--- src/rtl/matrix_ram.sv ---
// rtl/matrix_ram.sv - parametrised matrix row store with masked writes and bulk clear
//
// Row store for the matrix engine: DEPTH rows of ELEMS elements, ELEM_W bits each.
// Optional macro MATRIX_RAM_HIZ_EN: drive DataOut to high-z outside the DataValid cycle.
//
// Ports:
//   Clock      rising-edge clock
//   nReset     asynchronous active-low reset of control state (array is not reset)
//   Enable     request valid
//   ReadWrite  1 = read, 0 = write
//   Clear      start bulk clear of all rows
//   Address    row address
//   DataIn     write data, element i = DataIn[i*ELEM_W +: ELEM_W]
//   ElemMask   per-element write enable
//   DataOut    read data
//   DataValid  one-cycle strobe marking new read data
//   Ready      request or Clear can be accepted this cycle

module matrix_ram #(
   parameter int ELEM_W = 16,
   parameter int ELEMS  = 16,
   parameter int DEPTH  = 16,
   parameter int ADDR_W = 4
) (
   input  logic                    Clock,
   input  logic                    nReset,
   input  logic                    Enable,
   input  logic                    ReadWrite,
   input  logic                    Clear,
   input  logic [ADDR_W-1:0]       Address,
   input  logic [ELEM_W*ELEMS-1:0] DataIn,
   input  logic [ELEMS-1:0]        ElemMask,
   output logic [ELEM_W*ELEMS-1:0] DataOut,
   output logic                    DataValid,
   output logic                    Ready
);

   localparam int ROW_W = ELEM_W * ELEMS;
   // One extra bit so DEPTH == 2**ADDR_W is representable.
   localparam logic [ADDR_W:0]   DEPTH_V  = (ADDR_W + 1)'(DEPTH);
   localparam logic [ADDR_W-1:0] LAST_ROW = ADDR_W'(DEPTH - 1);

   typedef enum logic {
      IDLE  = 1'b0,
      CLEAR = 1'b1
   } state_t;

   state_t            state;
   logic [ADDR_W-1:0] clr_cnt;
   logic [ROW_W-1:0]  rd_data_q;
   logic              valid_q;

   logic [ROW_W-1:0]  mem [DEPTH];

   logic in_range;
   logic do_write;

   assign in_range = ({1'b0, Address} < DEPTH_V);

   // Ready also drops while nReset is asserted so nothing is written into the
   // array during reset.
   assign Ready    = nReset && (state == IDLE) && !Clear;
   assign do_write = Enable && Ready && !ReadWrite && in_range;

   // Array has no reset; contents survive nReset. During CLEAR the sequencer
   // owns the write port, otherwise the masked request write does.
   always_ff @(posedge Clock) begin
      if (state == CLEAR) begin
         mem[clr_cnt] <= '0;
      end else if (do_write) begin
         for (int i = 0; i < ELEMS; i++) begin
            if (ElemMask[i]) begin
               mem[Address][i*ELEM_W +: ELEM_W] <= DataIn[i*ELEM_W +: ELEM_W];
            end
         end
      end
   end

   always_ff @(posedge Clock or negedge nReset) begin
      if (!nReset) begin
         state     <= IDLE;
         clr_cnt   <= '0;
         rd_data_q <= '0;
         valid_q   <= 1'b0;
      end else begin
         valid_q <= 1'b0;
         case (state)
            IDLE: begin
               // Clear has priority over any request in the same cycle.
               if (Clear) begin
                  state   <= CLEAR;
                  clr_cnt <= '0;
               end else if (Enable && ReadWrite) begin
                  rd_data_q <= in_range ? mem[Address] : '0;
                  valid_q   <= 1'b1;
               end
            end
            CLEAR: begin
               // Clear held high here is ignored; it is seen again in IDLE.
               clr_cnt <= clr_cnt + 1'b1;
               if (clr_cnt == LAST_ROW) begin
                  state <= IDLE;
               end
            end
            default: state <= IDLE;
         endcase
      end
   end

   assign DataValid = valid_q;

`ifdef MATRIX_RAM_HIZ_EN
   // Legacy shared tri-state bus: release the bus outside the valid cycle.
   assign DataOut = valid_q ? rd_data_q : {ROW_W{1'bz}};
`else
   assign DataOut = rd_data_q;
`endif

endmodule

--- config.mk ---
export PLATFORM = sky130hd
export DESIGN_NAME = matrix_ram
export DESIGN_NICKNAME = d
export VERILOG_FILES = /design/src/rtl/matrix_ram.sv
export SDC_FILE = /design/constraint.sdc
export NUM_CORES = 2
export LEC_CHECK = 0
export CORE_MARGIN = 2
export CORE_UTILIZATION = 55
export DETAILED_ROUTE_END_ITERATION = 12
export GPL_ROUTABILITY_DRIVEN = 1
export GPL_TIMING_DRIVEN = 0
export HOLD_SLACK_MARGIN = 0.02
export PLACE_DENSITY = 0.73
export SLEW_MARGIN = 20
export SYNTH_ARGS = -nofsm -noshare
export SYNTH_HDL_FRONTEND = slang
export SYNTH_SLANG_ARGS = --single-unit
--- constraint.sdc ---
create_clock -name Clock -period 3.7 [get_ports Clock]
set_input_delay 1.11 -clock Clock [delete_from_list [all_inputs] [get_ports Clock]]
set_output_delay 1.11 -clock Clock [all_outputs]
set_load 0.03 [all_outputs]
**After elaboration in Yosys (flattened, before gate mapping)**

Memory sizes are Yosys's and may differ from the RTL's. A register that Yosys moved wholly into a read port is not among the register bits.
Cells that the tools add are included.
W data, S select, Z words.

- Flip-flop bits (word level): 6
- Memory bits (writable): 4,096
- Bits of input ports: 281
- Output and inout bits: 258
- Logic and storage cells: 96
- Memories kept: 1

Memory list:

| memory | words | width | rd ports | clocked after memory_dff | wr ports | line | text |
|---|---|---|---|---|---|---|---|
| mem | 16 | 256 | 1 | 1 | 1 | 53 | `logic [ROW_W-1:0] mem [DEPTH];` |

- Add/subtract/negate cells: 1
- Equality and inequality tests: 2
- Multiplexer cells: 77
- Bitwise gates (word level): 2
- Reduce and logical (&&, ||, !) cells: 10

Operator list:

| cell | count |
|---|---|
| $mux W256 | 1 |
| $reduce_or A256 Y1 | 1 |
| $mux W1 | 71 |
| $mux W16 | 1 |
| $mux W4 | 2 |
| $pmux W4 S2 | 1 |
| $logic_and A1 B1 Y1 | 5 |
| $add A4 B1 Y4 const B | 1 |
| $eq A4 B4 Y1 const B | 1 |
| $logic_not A1 Y1 | 3 |
| $reduce_and A3 Y1 | 1 |
| $ne A2 B2 Y1 const B | 1 |
| $not A1 Y1 | 2 |
| $pmux W1 S2 | 1 |

**Longest topological paths before layout**

- Word-level depth: 10
- Mapped depth: 8
- Depth with buffers taken out: 6

**Worst setup path after synthesis**

Ideal clock, no wire load.

- Path kind: input-to-reg
- Start point: input port nReset
- End point: memory mem[10][100] (netlist name), enable pin
- Setup time: 394 ps
- Data arrival time: 3,390 ps
- Data required time: 3,306 ps
- Path slack: -85 ps
- Stages on the path: 6
- Path buffers: 2
- Path through: nor3b_4 -> nand3b_4 -> or4_1 -> clkbuf_1 -> buf_2 -> a21oi_1

- Word-level cells in the longest chain between the ends: 9
- Elaborated cells on any way between the ends: 55
- Classes of those cells: mux (50); reduce/logical (5)

RTL lines:

| item | line | text |
|---|---|---|
| start: declaration | 26 | `input logic nReset,` |
| $logic_and A1 B1 Y1 (*) (2 in a row) | 62 | `assign Ready = nReset && (state == IDLE) && !Clear;` |
| $logic_and A1 B1 Y1 (*) (2 in a row) | 63 | `assign do_write = Enable && Ready && !ReadWrite && in_range;` |
| $mux W1 | 70 | `end else if (do_write) begin` |
| $mux W1 | 68 | `if (state == CLEAR) begin` |
| $mux W1 (implied by the code) | 73 | `mem[Address][i*ELEM_W +: ELEM_W] <= DataIn[i*ELEM_W +: ELEM_W];` |
| $reduce_or A256 Y1 (no source line) | - |  |
| $mux W4 (no source line) or $mux W16 (tied branches) | - |  |
| end: declaration | 53 |  |

Mark *: on every way between the ends. The rest lies on a longest branch, timed or not.

**Final worst setup path**

- Start point: input port Enable
- End point: register rd_data_q[107] (netlist: DataOut[107]) (read register of mem)

- Word-level cells in the longest chain between the ends: 2

RTL lines:

| item | line | text |
|---|---|---|
| start: declaration | 27 | `input logic Enable,` |
| $logic_and A1 B1 Y1 | 93 | `end else if (Enable && ReadWrite) begin` |
| $reduce_and A3 Y1 (no source line) | - |  |
| end: declaration | 50 | `logic [ROW_W-1:0] rd_data_q;` |

No other way between the ends.
A chain may end at the register's enable or synchronous reset.

==> flow_summary.json <==
{
  "synth_area_mm2": 0.167,
  "switching_share_pct": 28.3,
  "dp_worst_setup_slack_ps": -3370,
  "final_max_slew_viol_count": 0,
  "drc": 0,
  "finalHoldWorstSlack_ps": 219,
  "synth.distinct_cells": 38,
  "ctsHoldBuffers": 0,
  "fin_crit_ps": 4040,
  "p_sw_uw": 39100,
  "worstSetupStartpointType": "input port",
  "via_per_inst": 6.71,
  "r2r_start": "state",
  "tightest_slew_ps": 1240,
  "syn2layout_area_growth_pct": 20.3,
  "critical_path_arrival_ps": 4850,
  "outcome": "finished, violations left",
  "setup_slack_ps": -343,
  "multi_input_area_mm2": 0.0382,
  "drive_gt1_share_pct": 27.8,
  "drtPass1Iterations": 6,
  "setup_tns_ps": -26000,
  "fp.dieW_um": 555,
  "cts_max_level": 5,
  "ir_worst_vdd_mv": 0.530,
  "ant_nets": 0,
  "cts_inserted_buffers": 428,
  "dp_hpwl_um": 301000,
  "slew_headroom_pct": 17.3,
  "overflow": 0,
  "design.core.area_mm2": 0.302,
  "layout.area.seq_mm2": 0.130,
  "grt_antenna_before_repair": 39,
  "rsz0062_at_grt": "true",
  "final_hold_viol_count": 0,
  "grt_pass1_vias": 89000,
  "synth_edf_count": 4096,
  "track_usage_pct": 31.0,
  "start_util_pct": 55.2,
  "hp-class": "input port to asynchronous set/reset pin",
  "synthCells": 7531,
  "wirelength_um": 479000,
  "synth.area.top_cells": "edfxtp_1, mux4_2, dfrtp_1",
  "nFillCells": 18300,
  "rows": 202,
  "required_ps": 4510,
  "ys_ff_latch": 4358,
  "combPwrFrac_pct": 19.6,
  "synthFlopType": "edfxtp_1",
  "p_leak_uw": 0.0666,
  "worstSkewPairLatency_ps": 1050,
  "fin_cells": 13200,
  "yosysSeqAreaShare_pct": 77.7,
  "critPathLaunch": "Enable",
  "critPathKind": "input port to register",
  "endpoint_kind": "register",
  "grt_max_degree": 52,
  "power.density_mw_per_mm2": 690,
  "cts-root-buf": "clkbuf_16",
  "dp_cells": 12200,
  "synth_async_sr_flop_share_pct": 6.01,
  "seq_power_share_pct": 48.8,
  "dieHeight_um": 555,
  "cts_tree": "built",
  "avgSynthCellArea_um2": 22.1,
  "finClkSkew_ps": 93.9,
  "ctsLongestPathBuffers": 4,
  "layout.nets": 9092,
  "maxCapViolCount": 0,
  "fmax_mhz": 247,
  "synth.largest_area_cell": "edfxtp_1",
  "r2r_cells": 7,
  "synth_nets": 7813,
  "wl_per_cell_um": 36.3,
  "portBuffers": 535,
  "io_pins": 539,
  "clkTransAtPathRegs_ps": 80,
  "die-area_mm2": 0.308,
  "vias": 88500,
  "path_max_fanout": 11,
  "p_int_uw": 99300,
  "dr.first_iter.drc_count": 12900,
  "clkSinkCount": 4358,
  "synth_top_area_share_pct": 73.8,
  "pwr-share-clk_pct": 31.6,
  "grt_pass1_wl_um": 667000,
  "setup_viol": 554,
  "gp_congestion": 0.905,
  "yosysWarnings": 0,
  "finalCritPeriodShare_pct": 109,
  "violations": "setup timing"
}
-- state kept, by name, indices dropped and copies added, names as in the netlist --
register,flops
DataOut,256
mem,4096
clr_cnt,4
state,1
DataValid,1
-- critical path: stages --
cell             delay, ps
clkdlybuf4s50_1        730
nand3_1                450
inv_1                  270
nand2_1                330
clkbuf_2               600
buf_1                  960
o221ai_1               370
-- logic make-up (layout without fill, tap and decap cells) --
group / Yosys count / in the layout / share of synthesized area [%]
compound gates: 558 / 558 / 2.33
fa+ha+maj: 1 / 1 / 0.00750
buf+inv: 503 / 2156 / 1.29
flops: 4358 / 4358 / 77.7
mux: 1536 / 1536 / 16.9
other cells: 0 / 19 / 0
simple gates: 575 / 575 / 1.78
-- per-stage QoR --
step	utilization (%)	area, µm²	power (µW)
floorplan	-	167000	79400
global placement	58.6	177000	89400
detailed placement	60.4	183000	93000
CTS	66.2	200000	138000
global route	66.3	201000	142000
finish	66.3	201000	138000
-- synth_stat cells, drive strengths merged (2+ instances only) --
cell type	n
inv	2
mux2i	511
a2bb2oi	6
or4	12
o221ai	249
dfrtp	262
edfxtp	4096
clkbuf	286
a21oi	275
a22o	2
mux4	1023
nor4	5
nor3	12
nor2	12
o21ai	23
nand2b	10
buf	215
and3	256
nand2	255
nand3	6
mux2	2
-- cell type report --
cell class,instances,share of cell area [%]
diodes,19,0.0237
plain buffers,496,1.18
clock buffers,566,5.82
clock inverters,238,1.22
inverters,2,0.00374
multi-input cells,2670,19.0
flip-flops and latches,4358,64.6
well taps,3978,2.48
repair buffers,854,5.63
-- layout by cell type (no fill, tap or decap), drive strengths merged, types with 3 or more instances in the layout --
| master | instances |
|---|---|
| edfxtp | 4096 |
| mux4 | 1023 |
| clkbuf | 842 |
| buf | 534 |
| clkdlybuf4s50 | 520 |
| mux2i | 511 |
| a21oi | 275 |
| dfrtp | 262 |
| and3 | 256 |
| nand2 | 255 |
| o221ai | 249 |
| clkinv | 180 |
| bufinv | 34 |
| o21ai | 23 |
| diode | 19 |
| clkinvlp | 13 |
| inv | 13 |
| nor2 | 12 |
| nor3 | 12 |
| or4 | 12 |
| nand2b | 10 |
| dlygate4sd2 | 10 |
| a2bb2oi | 6 |
| bufbuf | 6 |
| nand3 | 6 |
| nor4 | 5 |
| dlymetal6s2s | 3 |
-- repair_timing --
action | 4_1_cts | 5_1_grt
pin swaps | 120 | 10
endpoints found under the setup margin | 8205 | 5015
resized for setup | 138 | 60
buffers inserted | 166 | 15
hold endpoints to repair | 0 | 0
cloned | 6 | 1
-- final timing paths --
check	slack, ps	end
worst max register to register	-50	DataOut[107]
worst max-delay path	-340	DataOut[107]
min in group Clock	490	DataOut[72]
worst min register to register	490	DataOut[72]
worst min-delay path	220	DataOut[37]
max in group asynchronous	2240	clr_cnt[0]
-- metal layers --
metal / up-vias / GRT usage [%] / part of all wire (%)
met2: 6486 / 47.3 / 47
met5: - / 0 / 0.022
met3: 1352 / 8.34 / 12
li1: 34400 / - / -
met4: 16 / 18.2 / 6.8
met1: 46200 / 40.4 / 34
-- power by group through the flow --
stage               clock (µW)  combinational, µW  sequential, µW
finish                   43700              27100           67600
global route             45600              27900           68200
CTS                      43700              26500           67400
detailed placement           0              24600           68400
global placement             0              21200           68200
floorplan                    0              10300           69100
Power figures use the tool's default switching activity.
